`src/rtl/seg_page_sched.sv`:
```
// seg_page_sched
// ----------------------------------------------------------------------------
// Display-content scheduler for the 8-digit 7-segment scanner. It rotates
// between a TIME page and a DATE page on a second-based dwell. Handshaken
// one-shot messages preempt that rotation. When blinking is compiled in,
// selected digits blink during field editing.
//
// Optional feature: define SEG_PAGE_BLINK_EN to build the per-digit blink
// logic. When it is not defined, blink_mask is ignored and no blink logic is
// built.
//
// Ports:
//   seg_clk     in   1  system clock
//   seg_rst     in   1  asynchronous, active-high reset
//   time_bcd    in  32  time page content, 8 BCD nibbles ([31:28] = leftmost)
//   date_bcd    in  32  date page content, 8 BCD nibbles
//   hold_page   in   1  freeze dwell counting on TIME/DATE (edit mode)
//   blink_mask  in   8  per-digit blink enable, bit7 -> nibble[31:28]
//   msg_req     in   1  message request, level, held until msg_ack
//   msg_data    in  32  message content, captured in the msg_ack cycle
//   msg_ack     out  1  one-cycle accept pulse
//   msg_busy    out  1  high while a message is on display
//   page        out  2  current FSM state: 0 TIME, 1 DATE, 2 MSG
//   dsp_data    out 32  registered word to the scanner (4'hA '-', 4'hF blank)
//
// Handshake (msg_req / msg_ack): the requester raises msg_req and holds
// msg_data stable until it sees msg_ack. msg_ack is high for exactly one
// cycle, and msg_data is captured in that cycle. msg_ack is combinational
// from msg_req while the block sits in TIME or DATE. The requester must drop
// msg_req in the cycle after msg_ack. If it does not, the held level counts
// as a new request, and that request is accepted after the current message.
// ----------------------------------------------------------------------------
module seg_page_sched #(
  parameter int TICK_DIV = 50_000_000,
  parameter int TIME_SEC = 8,
  parameter int DATE_SEC = 3,
  parameter int MSG_SEC  = 2
) (
  input  logic        seg_clk,
  input  logic        seg_rst,
  input  logic [31:0] time_bcd,
  input  logic [31:0] date_bcd,
  input  logic        hold_page,
  input  logic [7:0]  blink_mask,
  input  logic        msg_req,
  input  logic [31:0] msg_data,
  output logic        msg_ack,
  output logic        msg_busy,
  output logic [1:0]  page,
  output logic [31:0] dsp_data
);

  localparam int PW = (TICK_DIV > 2) ? $clog2(TICK_DIV) : 1;
  localparam logic [PW-1:0] PRESC_LAST = PW'(TICK_DIV - 1);
  localparam logic [PW-1:0] PRESC_HALF = PW'(TICK_DIV / 2 - 1);
  // Dwell limits are stored as "last count". Each *_SEC value is expected to
  // fit in the 8-bit dwell counter.
  localparam logic [7:0] TIME_LAST = 8'(TIME_SEC - 1);
  localparam logic [7:0] DATE_LAST = 8'(DATE_SEC - 1);
  localparam logic [7:0] MSG_LAST  = 8'(MSG_SEC - 1);

  typedef enum logic [1:0] {
    ST_TIME = 2'd0,
    ST_DATE = 2'd1,
    ST_MSG  = 2'd2
  } state_t;

  state_t        state_q, state_d;
  state_t        ret_page_q, ret_page_d;
  logic [PW-1:0] presc_q, presc_d;
  logic [7:0]    dwell_q, dwell_d;
  logic [31:0]   msg_buf_q, msg_buf_d;
  logic [31:0]   dsp_q, dsp_d;
  logic          tick;
  logic          cnt_en;
  logic          ack_raw;
  logic [7:0]    limit;
  logic [31:0]   src;

  // Prescaler: free-running 0..TICK_DIV-1. tick marks its last count.
  assign tick = (presc_q == PRESC_LAST);

  always_comb begin
    presc_d = tick ? '0 : presc_q + PW'(1);
  end

  // Page FSM. Dwell is cleared on every state change. An accepted message
  // takes priority over a dwell expiry that happens in the same cycle.
  always_comb begin
    state_d    = state_q;
    ret_page_d = ret_page_q;
    msg_buf_d  = msg_buf_q;
    ack_raw    = 1'b0;
    cnt_en     = tick;
    limit      = TIME_LAST;
    case (state_q)
      ST_TIME, ST_DATE: begin
        cnt_en = tick & ~hold_page;
        limit  = (state_q == ST_TIME) ? TIME_LAST : DATE_LAST;
        if (msg_req) begin
          ack_raw    = 1'b1;
          msg_buf_d  = msg_data;
          ret_page_d = state_q;
          state_d    = ST_MSG;
        end else if (cnt_en && (dwell_q == limit)) begin
          state_d = (state_q == ST_TIME) ? ST_DATE : ST_TIME;
        end
      end
      ST_MSG: begin
        // hold_page does not apply while a message is shown.
        cnt_en = tick;
        limit  = MSG_LAST;
        if (cnt_en && (dwell_q == limit)) begin
          state_d = ret_page_q;
        end
      end
      default: begin
        state_d = ST_TIME;
      end
    endcase

    if (state_d != state_q) begin
      dwell_d = '0;
    end else if (cnt_en) begin
      dwell_d = dwell_q + 8'd1;
    end else begin
      dwell_d = dwell_q;
    end
  end

`ifdef SEG_PAGE_BLINK_EN
  logic blink_phase_q, blink_phase_d;

  // 1 Hz square wave: toggles at mid-count and at the wrap.
  always_comb begin
    blink_phase_d = blink_phase_q;
    if ((presc_q == PRESC_HALF) || tick) begin
      blink_phase_d = ~blink_phase_q;
    end
  end

  always_ff @(posedge seg_clk or posedge seg_rst) begin
    if (seg_rst) begin
      blink_phase_q <= 1'b1;
    end else begin
      blink_phase_q <= blink_phase_d;
    end
  end
`else
  logic unused_blink_mask;
  assign unused_blink_mask = ^blink_mask;
`endif

  // Display source follows the registered state, so dsp_data lags a state
  // change or an input change by one cycle.
  always_comb begin
    case (state_q)
      ST_DATE: src = date_bcd;
      ST_MSG:  src = msg_buf_q;
      default: src = time_bcd;
    endcase
    dsp_d = src;
`ifdef SEG_PAGE_BLINK_EN
    if ((state_q != ST_MSG) && !blink_phase_q) begin
      for (int i = 0; i < 8; i++) begin
        if (blink_mask[i]) begin
          dsp_d[4*i +: 4] = 4'hF;
        end
      end
    end
`endif
  end

  always_ff @(posedge seg_clk or posedge seg_rst) begin
    if (seg_rst) begin
      state_q    <= ST_TIME;
      ret_page_q <= ST_TIME;
      presc_q    <= '0;
      dwell_q    <= '0;
      msg_buf_q  <= '0;
      dsp_q      <= 32'hFFFF_FFFF;
    end else begin
      state_q    <= state_d;
      ret_page_q <= ret_page_d;
      presc_q    <= presc_d;
      dwell_q    <= dwell_d;
      msg_buf_q  <= msg_buf_d;
      dsp_q      <= dsp_d;
    end
  end

  // Reset forces state_q to TIME, which would otherwise let a held msg_req
  // show through as an ack while reset is asserted.
  assign msg_ack  = ack_raw & ~seg_rst;
  assign msg_busy = (state_q == ST_MSG);
  assign page     = state_q;
  assign dsp_data = dsp_q;

endmodule
```
`config.mk`:
```
export PLATFORM = sky130hd
export DESIGN_NAME = seg_page_sched
export DESIGN_NICKNAME = d
export VERILOG_FILES = /design/src/rtl/seg_page_sched.sv
export SDC_FILE = /design/constraint.sdc
export NUM_CORES = 1
export LEC_CHECK = 0
export CAP_MARGIN = 20
export CORE_MARGIN = 4
export CORE_UTILIZATION = 50
export DETAILED_ROUTE_END_ITERATION = 8
export HOLD_SLACK_MARGIN = 0.03
export PLACE_DENSITY = 0.95
export REMOVE_ABC_BUFFERS = 1
export SLEW_MARGIN = 15
export SYNTH_ARGS = -nofsm -noshare
export SYNTH_HDL_FRONTEND = slang
export SYNTH_SLANG_ARGS = --single-unit
```
`constraint.sdc`:
```
create_clock -name seg_clk -period 6.2 [get_ports seg_clk]
set_input_delay 1.24 -clock seg_clk [delete_from_list [all_inputs] [get_ports seg_clk]]
set_output_delay 1.24 -clock seg_clk [all_outputs]
set_load 0.02 [all_outputs]
```
==> summary.txt, run 1 <==
Timing
  • Fin crit period: 4.289 ns
  • Least-Margin Pin Slew: 1.103 ns
  • Clock skew: 0.01373 ns
  • Final hold violation count: 0
  • Slew Limit Fails: 0
  • Crit share post-route: 0.6918
  • Final setup violation count: 0
  • Slew margin rel.: 0.2649
  • Setup tns final: 0 ns
  • Setup WS post-layout: 1.911 ns
  • Hold WS: 0.5197 ns
  • Max Fclk: 233.1 MHz
  • RSZ-0062 raised after global routing: no

Clock network
  • Post-cts resize count: 0
  • CTS tree: done
  • Clk sinks: 102
  • Clock transition at the registers of the reported paths: 0.10 ns
  • CTS max path bufs: 2
  • Postcts setup bufs: 0
  • H-tree depth: 3
  • Root Driver: clkbuf_8
  • CTS Buf Count: 9
  • Clock Latency Late Sink: 0.37 ns
  • Cts hold-fix bufs: 0

Flow run
  • Max-Cap Viols: 0

Drt
  • Vias/cell: 5.923
  • Routed len/inst: 19.80 um
  • DR iter-0 viols: 392
  • Routed WL: 13.41 mm
  • Detailed-route via count: 4010
  • DRC: 0
  • Detailed Routing Iterations Pass 1: 6
  • Post-route ant nets: 0

Worst setup path
  • CP Class: in -> out
  • Critical Path Fanout Max: 38
  • WP data required: 4.96 ns
  • Slowest-stage cell, CP: clkdlybuf4s50_1
  • Crit path launch type: primary input
  • CP peak stage delay: 0.62 ns
  • Crit-path cells: clkdlybuf4s50_1, o21ai_4, buf_4, nor2_1, clkdlybuf4s50_1
  • WP data arrival: 3.05 ns
  • CP top delay family: buffers and inverters
  • CP dominant cell by count: clkdlybuf4s50_1
  • R2R depth: 6
  • CP endpoint kind: output port
  • Buf/Inv on CP: 3
  • Cell count along the critical path: 5
  • Setup slack, reg-to-reg: 3.05 ns

Synth
  • Synth unique cells: 39
  • Synth area leader: dfrtp_1
  • Commonest cells in the netlist: dfrtp_1, nor2_1, a21oi_1
  • Top cells by area, synth: dfrtp_1, dfstp_2, mux2_2, a22oi_1, nor2_1
  • Syn Inst Count: 432
  • EDFF count, synth: 0
  • Top FF cell, synth: dfrtp_1
  • Syn Area/Cell: 10.89 sq um
  • Asr flop ratio synth: 1.000
  • Cell with the most instances after synthesis: dfrtp_1
  • Synth Register Bits: 102
  • Synth top area share: 0.3723
  • Sequential area share after synthesis: 0.5511
  • Synth Cell Area: 4705 sq um
  • Yosys warns: 0

Placement
  • GP Congestion: 0.8769
  • DP HPWL: 9.202 mm
  • Placed instance area: 6162 sq um
  • PortBufs: 135
  • Post-Place Setup Slack: 1.980 ns

Global route
  • Vias in the first global route: 4298
  • Initial antenna violation count: 1
  • First-pass GRT wire length: 21.60 mm
  • Largest net degree at the start of global routing: 65
  • Global Route Usage Sum: 0.2478
  • Total grt overflow: 0

Power and ir drop
  • P_int: 1.613 mW
  • Static leakage: 2.588 nW
  • Clock power frac: 0.158
  • Maximum vdd drop: 0.2669 mV
  • Sw power: 899.4 uW
  • Sequential share of power: 0.424
  • Comb pwr share: 0.418
  • PwrDens: 396.2 nW/um^2
  • Sw frac: 0.3580

Worst hold path
  • Hold Path Depth: 1
  • Worst min path class: reg -> reg

Die
  • Rows: 35
  • DIE AREA: 11030 sq um
  • Die Height: 105 um
  • Initial core utilization: 0.5116
  • Die Span X: 105 um
  • Ports: 144
  • Core area: 9196 sq um

Outcome
  • Outcome: completed

Final layout
  • Synth-to-layout area growth: 34.79%
  • Final nets: 676
  • Share of cells above drive strength 1: 0.1678
  • Final Util: 0.6895
  • Number of inserted diodes: 0
  • Post-route cell area: 6341 sq um
## layout make-up
class | instances | area, sq um
well taps | 111 | 138.9
repair buffers | 139 | 1381
clock buffers | 10 | 127.6
inverters | 8 | 32.53
flip-flops and latches | 102 | 2592
fillers | 545 | 2855
multi-input cells | 301 | 2017
clock inverters | 6 | 51.30
## metrics by stage
stage | std cells | power, mW
global route | 677 | 2.637
CTS | 677 | 2.515
floorplan | 411 | 1.662
detailed placement | 661 | 2.108
finish | 677 | 2.512
global placement | 661 | 2.046
## final timing paths
kind | startpoint | to
worst max-delay path | msg_req | msg_ack
worst min-delay path | presc_q[11]$_DFF_PP0_ | presc_q[11]$_DFF_PP0_
worst max register to register | presc_q[10]$_DFF_PP0_ | dwell_q[3]$_DFFE_PP0P_
worst min register to register | presc_q[11]$_DFF_PP0_ | presc_q[11]$_DFF_PP0_
max in group asynchronous | seg_rst | dsp_data[24]$_DFF_PP1_
min in group asynchronous | seg_rst | msg_buf_q[16]$_DFFE_PP0P_
## layout by cell type, fill, tap and decap left out, drive strengths merged, types with 3 or more instances in the layout
master / netlist / routed
a21oi: 40 / 40
buf: 5 / 4
clkinv: 0 / 3
nor2: 62 / 62
nor4: 5 / 5
nand3: 11 / 11
a22oi: 32 / 32
clkbuf: 16 / 10
ha: 7 / 7
o21ai: 11 / 11
or3: 7 / 7
inv: 8 / 11
and3: 6 / 6
clkdlybuf4s50: 0 / 135
xnor2: 10 / 10
dfstp: 32 / 32
nand2b: 4 / 4
dfrtp: 70 / 70
nand2: 13 / 13
nor3: 13 / 13
nand4: 10 / 10
mux2: 32 / 32
xor2: 18 / 18
## power by group through the flow
stage          Combinational [mW]  Clock (mW)  Sequential (mW)
6_report                     1.05       0.397             1.06
5_1_grt                      1.12       0.426             1.09
4_1_cts                      1.05       0.400             1.06
3_5_place_dp                 1.04           0             1.07
3_3_place_gp                0.993           0             1.05
2_1_floorplan               0.463           0             1.20
## metal layers
layer,wire (um),global-route usage,up-vias
li1,-,-,1797
met4,479,0.1078,2
met5,7,0,-
met2,6879,0.4280,182
met1,4752,0.2707,1981
met3,1287,0.09450,48
## state kept, by name, indices dropped and copies added, names as in the netlist
register and count:
presc_q 26, dsp_data 32, ret_page_q 2, page 2, dwell_q 8, msg_buf_q 32
## kinds of logic (layout without fill, tap and decap cells)
group	count (synthesis)	in the layout	share of synthesized area
AO/OA/AOI/OAI	92	92	0.1231
multiplexers	32	32	0.07660
AND/OR/NAND/NOR	142	142	0.1553
flip-flops	102	102	0.5511
adder cells (fa/ha/maj)	7	7	0.01862
XOR/XNOR	28	28	0.05213
buffers and inverters	29	163	0.02314
Note: power is estimated with default switching activity, not from simulation.
==> inputs of run 2 (changes only) <==
- CORE_UTILIZATION: 50 -> 42
- PLACE_DENSITY: 0.95 -> 0.87
- clock period: 6.2 -> 3.7 ns (I/O delays scaled with it)
==> run 2 against run 1 <==
Sequential share of layout area down 0.45 points. Clock power is 62% higher. Combinational power increased by 69%. Worst hold slack got worse by 0.022 ns. Critical path depth shrank 1. First-iteration DRC count is 21% lower. Core utilization down 10 points. Setup slack lost 1.2 ns. Non-clock buffer count up 2. Critical path type unchanged.
==> summary.txt, run 2 (synthesis gave the netlist of run 1 again) <==
Clock network
  • H-tree depth: 3
  • CTS max path bufs: 2
  • Post-cts resize count: 0
  • Cts hold-fix bufs: 0
  • CTS Buf Count: 9
  • Clk sinks: 102
  • Root Driver: clkbuf_8
  • Clock Latency Late Sink: 0.38 ns
  • Postcts setup bufs: 0
  • Clock transition at the registers of the reported paths: 0.10 ns
  • CTS tree: done

Global route
  • Initial antenna violation count: 0
  • Largest net degree at the start of global routing: 65
  • Total grt overflow: 0
  • First-pass GRT wire length: 20.96 mm
  • Global Route Usage Sum: 0.2033
  • Vias in the first global route: 4276

Final layout
  • Final Util: 0.5888
  • Reg area: 2592 sq um
  • Share of cells above drive strength 1: 0.1725
  • Fin cells: 708
  • Synth-to-layout area growth: 36.28%
  • Final nets: 678
  • Most frequent cells in the layout: clkdlybuf4s50_1, dfrtp_1, nor2_1
  • Multi-input logic area: 2017 sq um
  • Most common cell after layout, fill and taps aside: clkdlybuf4s50_1
  • Fill count: 805
  • Number of inserted diodes: 0

Die
  • Die Height: 113.8 um
  • Rows: 38
  • Die Span X: 113.8 um
  • Core area: 10890 sq um
  • Ports: 144
  • DIE AREA: 12960 sq um
  • Initial core utilization: 0.4321

Worst setup path
  • R2R depth: 6
  • CP peak stage delay: 0.65 ns
  • Slowest-stage cell, CP: clkdlybuf4s50_1
  • WP data required: 2.96 ns
  • CP Class: in -> out
  • Crit-path cells: clkdlybuf4s50_1, o21ai_4, nor2_1, clkdlybuf4s50_1
  • Cell count along the critical path: 4
  • CP dominant cell by count: clkdlybuf4s50_1
  • CP endpoint kind: output port
  • Crit path launch type: primary input
  • WP data arrival: 2.24 ns
  • Critical Path Fanout Max: 5
  • Buf/Inv on CP: 2
  • CP top delay family: buffers and inverters

Drt
  • Post-route ant nets: 0
  • Detailed Routing Iterations Pass 1: 6
  • Routed WL: 12.66 mm
  • DRC: 0
  • Vias/cell: 5.562
  • Detailed-route via count: 3938
  • DR iter-0 viols: 308
  • Routed len/inst: 17.87 um

Timing
  • Least-Margin Pin Slew: 0.7136 ns
  • RSZ-0062 raised after global routing: no
  • Fin crit period: 2.984 ns
  • Final hold violation count: 0
  • Hold WS: 0.4973 ns
  • Max Fclk: 335.1 MHz
  • Clock skew: 0.009165 ns
  • Crit share post-route: 0.8065
  • Slew Limit Fails: 0
  • Final setup violation count: 0
  • Setup tns final: 0 ns
  • Slew margin rel.: 0.5243

Outcome
  • Outcome: completed

Power and ir drop
  • Static leakage: 2.604 nW
  • PwrDens: 652.4 nW/um^2
  • Power Total: 4.183 mW
  • Maximum vdd drop: 0.4584 mV

Placement
  • DP HPWL: 9.063 mm
  • GP Congestion: 0.8225
  • PortBufs: 135
  • Placed instance count: 691

Worst hold path
  • Hold Path Depth: 1
  • Worst min path class: reg -> reg

Flow run
  • Max-Cap Viols: 0
run 2: layer usage:
layer,wire length (um),global-route usage,up-vias
li1,-,-,1795
met1,4697,0.2287,1932
met2,6389,0.3498,193
met3,1394,0.08594,18
met4,174,0.06572,0
met5,0,0,-
run 2: cell type report:
type / instances / share of cell area
tap: 140 / 0.02732
inverter: 8 / 0.005074
sequential: 102 / 0.4044
timing repair buffer: 141 / 0.2217
multi-input combinational: 301 / 0.3146
clock inverter: 7 / 0.007611
clock buffer: 9 / 0.01932
run 2: power by group:
part / switching, mW / internal [mW]
Sequential: 0.165 / 1.61
Clock: 0.396 / 0.246
Combinational: 0.914 / 0.852
Total: 1.48 / 2.71
run 2: worst reg2reg max path, stage by stage (launching register included):
cell and delay (ns):
dfrtp_1 0.45, or4b_4 0.56, nor4_1 0.55, and4_1 0.39, nand2_1 0.10, a211oi_2 0.54
nor3_1 0.11
run 2: through the flow:
| stage | instance area, sq um | setup slack (ns) |
|---|---|---|
| after detailed placement | 6218 | 0.7493 |
| after CTS | 6391 | 0.7427 |
| after global placement | 6218 | 0.7792 |
| final | 6411 | 0.7161 |
| after global routing | 6411 | 0.6895 |
| after floorplan | 4626 | -1.304 |
run 2: worst paths after layout:
| check | from | slack (ns) | endpoint |
|---|---|---|---|
| worst max register to register | presc_q[10]$_DFF_PP0_ | 0.87 | dwell_q[6]$_DFFE_PP0P_ |
| worst min-delay path | presc_q[0]$_DFF_PP0_ | 0.50 | presc_q[0]$_DFF_PP0_ |
| min in group asynchronous | seg_rst | 0.86 | msg_buf_q[0]$_DFFE_PP0P_ |
| worst max-delay path | msg_req | 0.72 | msg_ack |
| max in group asynchronous | seg_rst | 2.10 | dsp_data[6]$_DFF_PP1_ |
| worst min register to register | presc_q[0]$_DFF_PP0_ | 0.50 | presc_q[0]$_DFF_PP0_ |
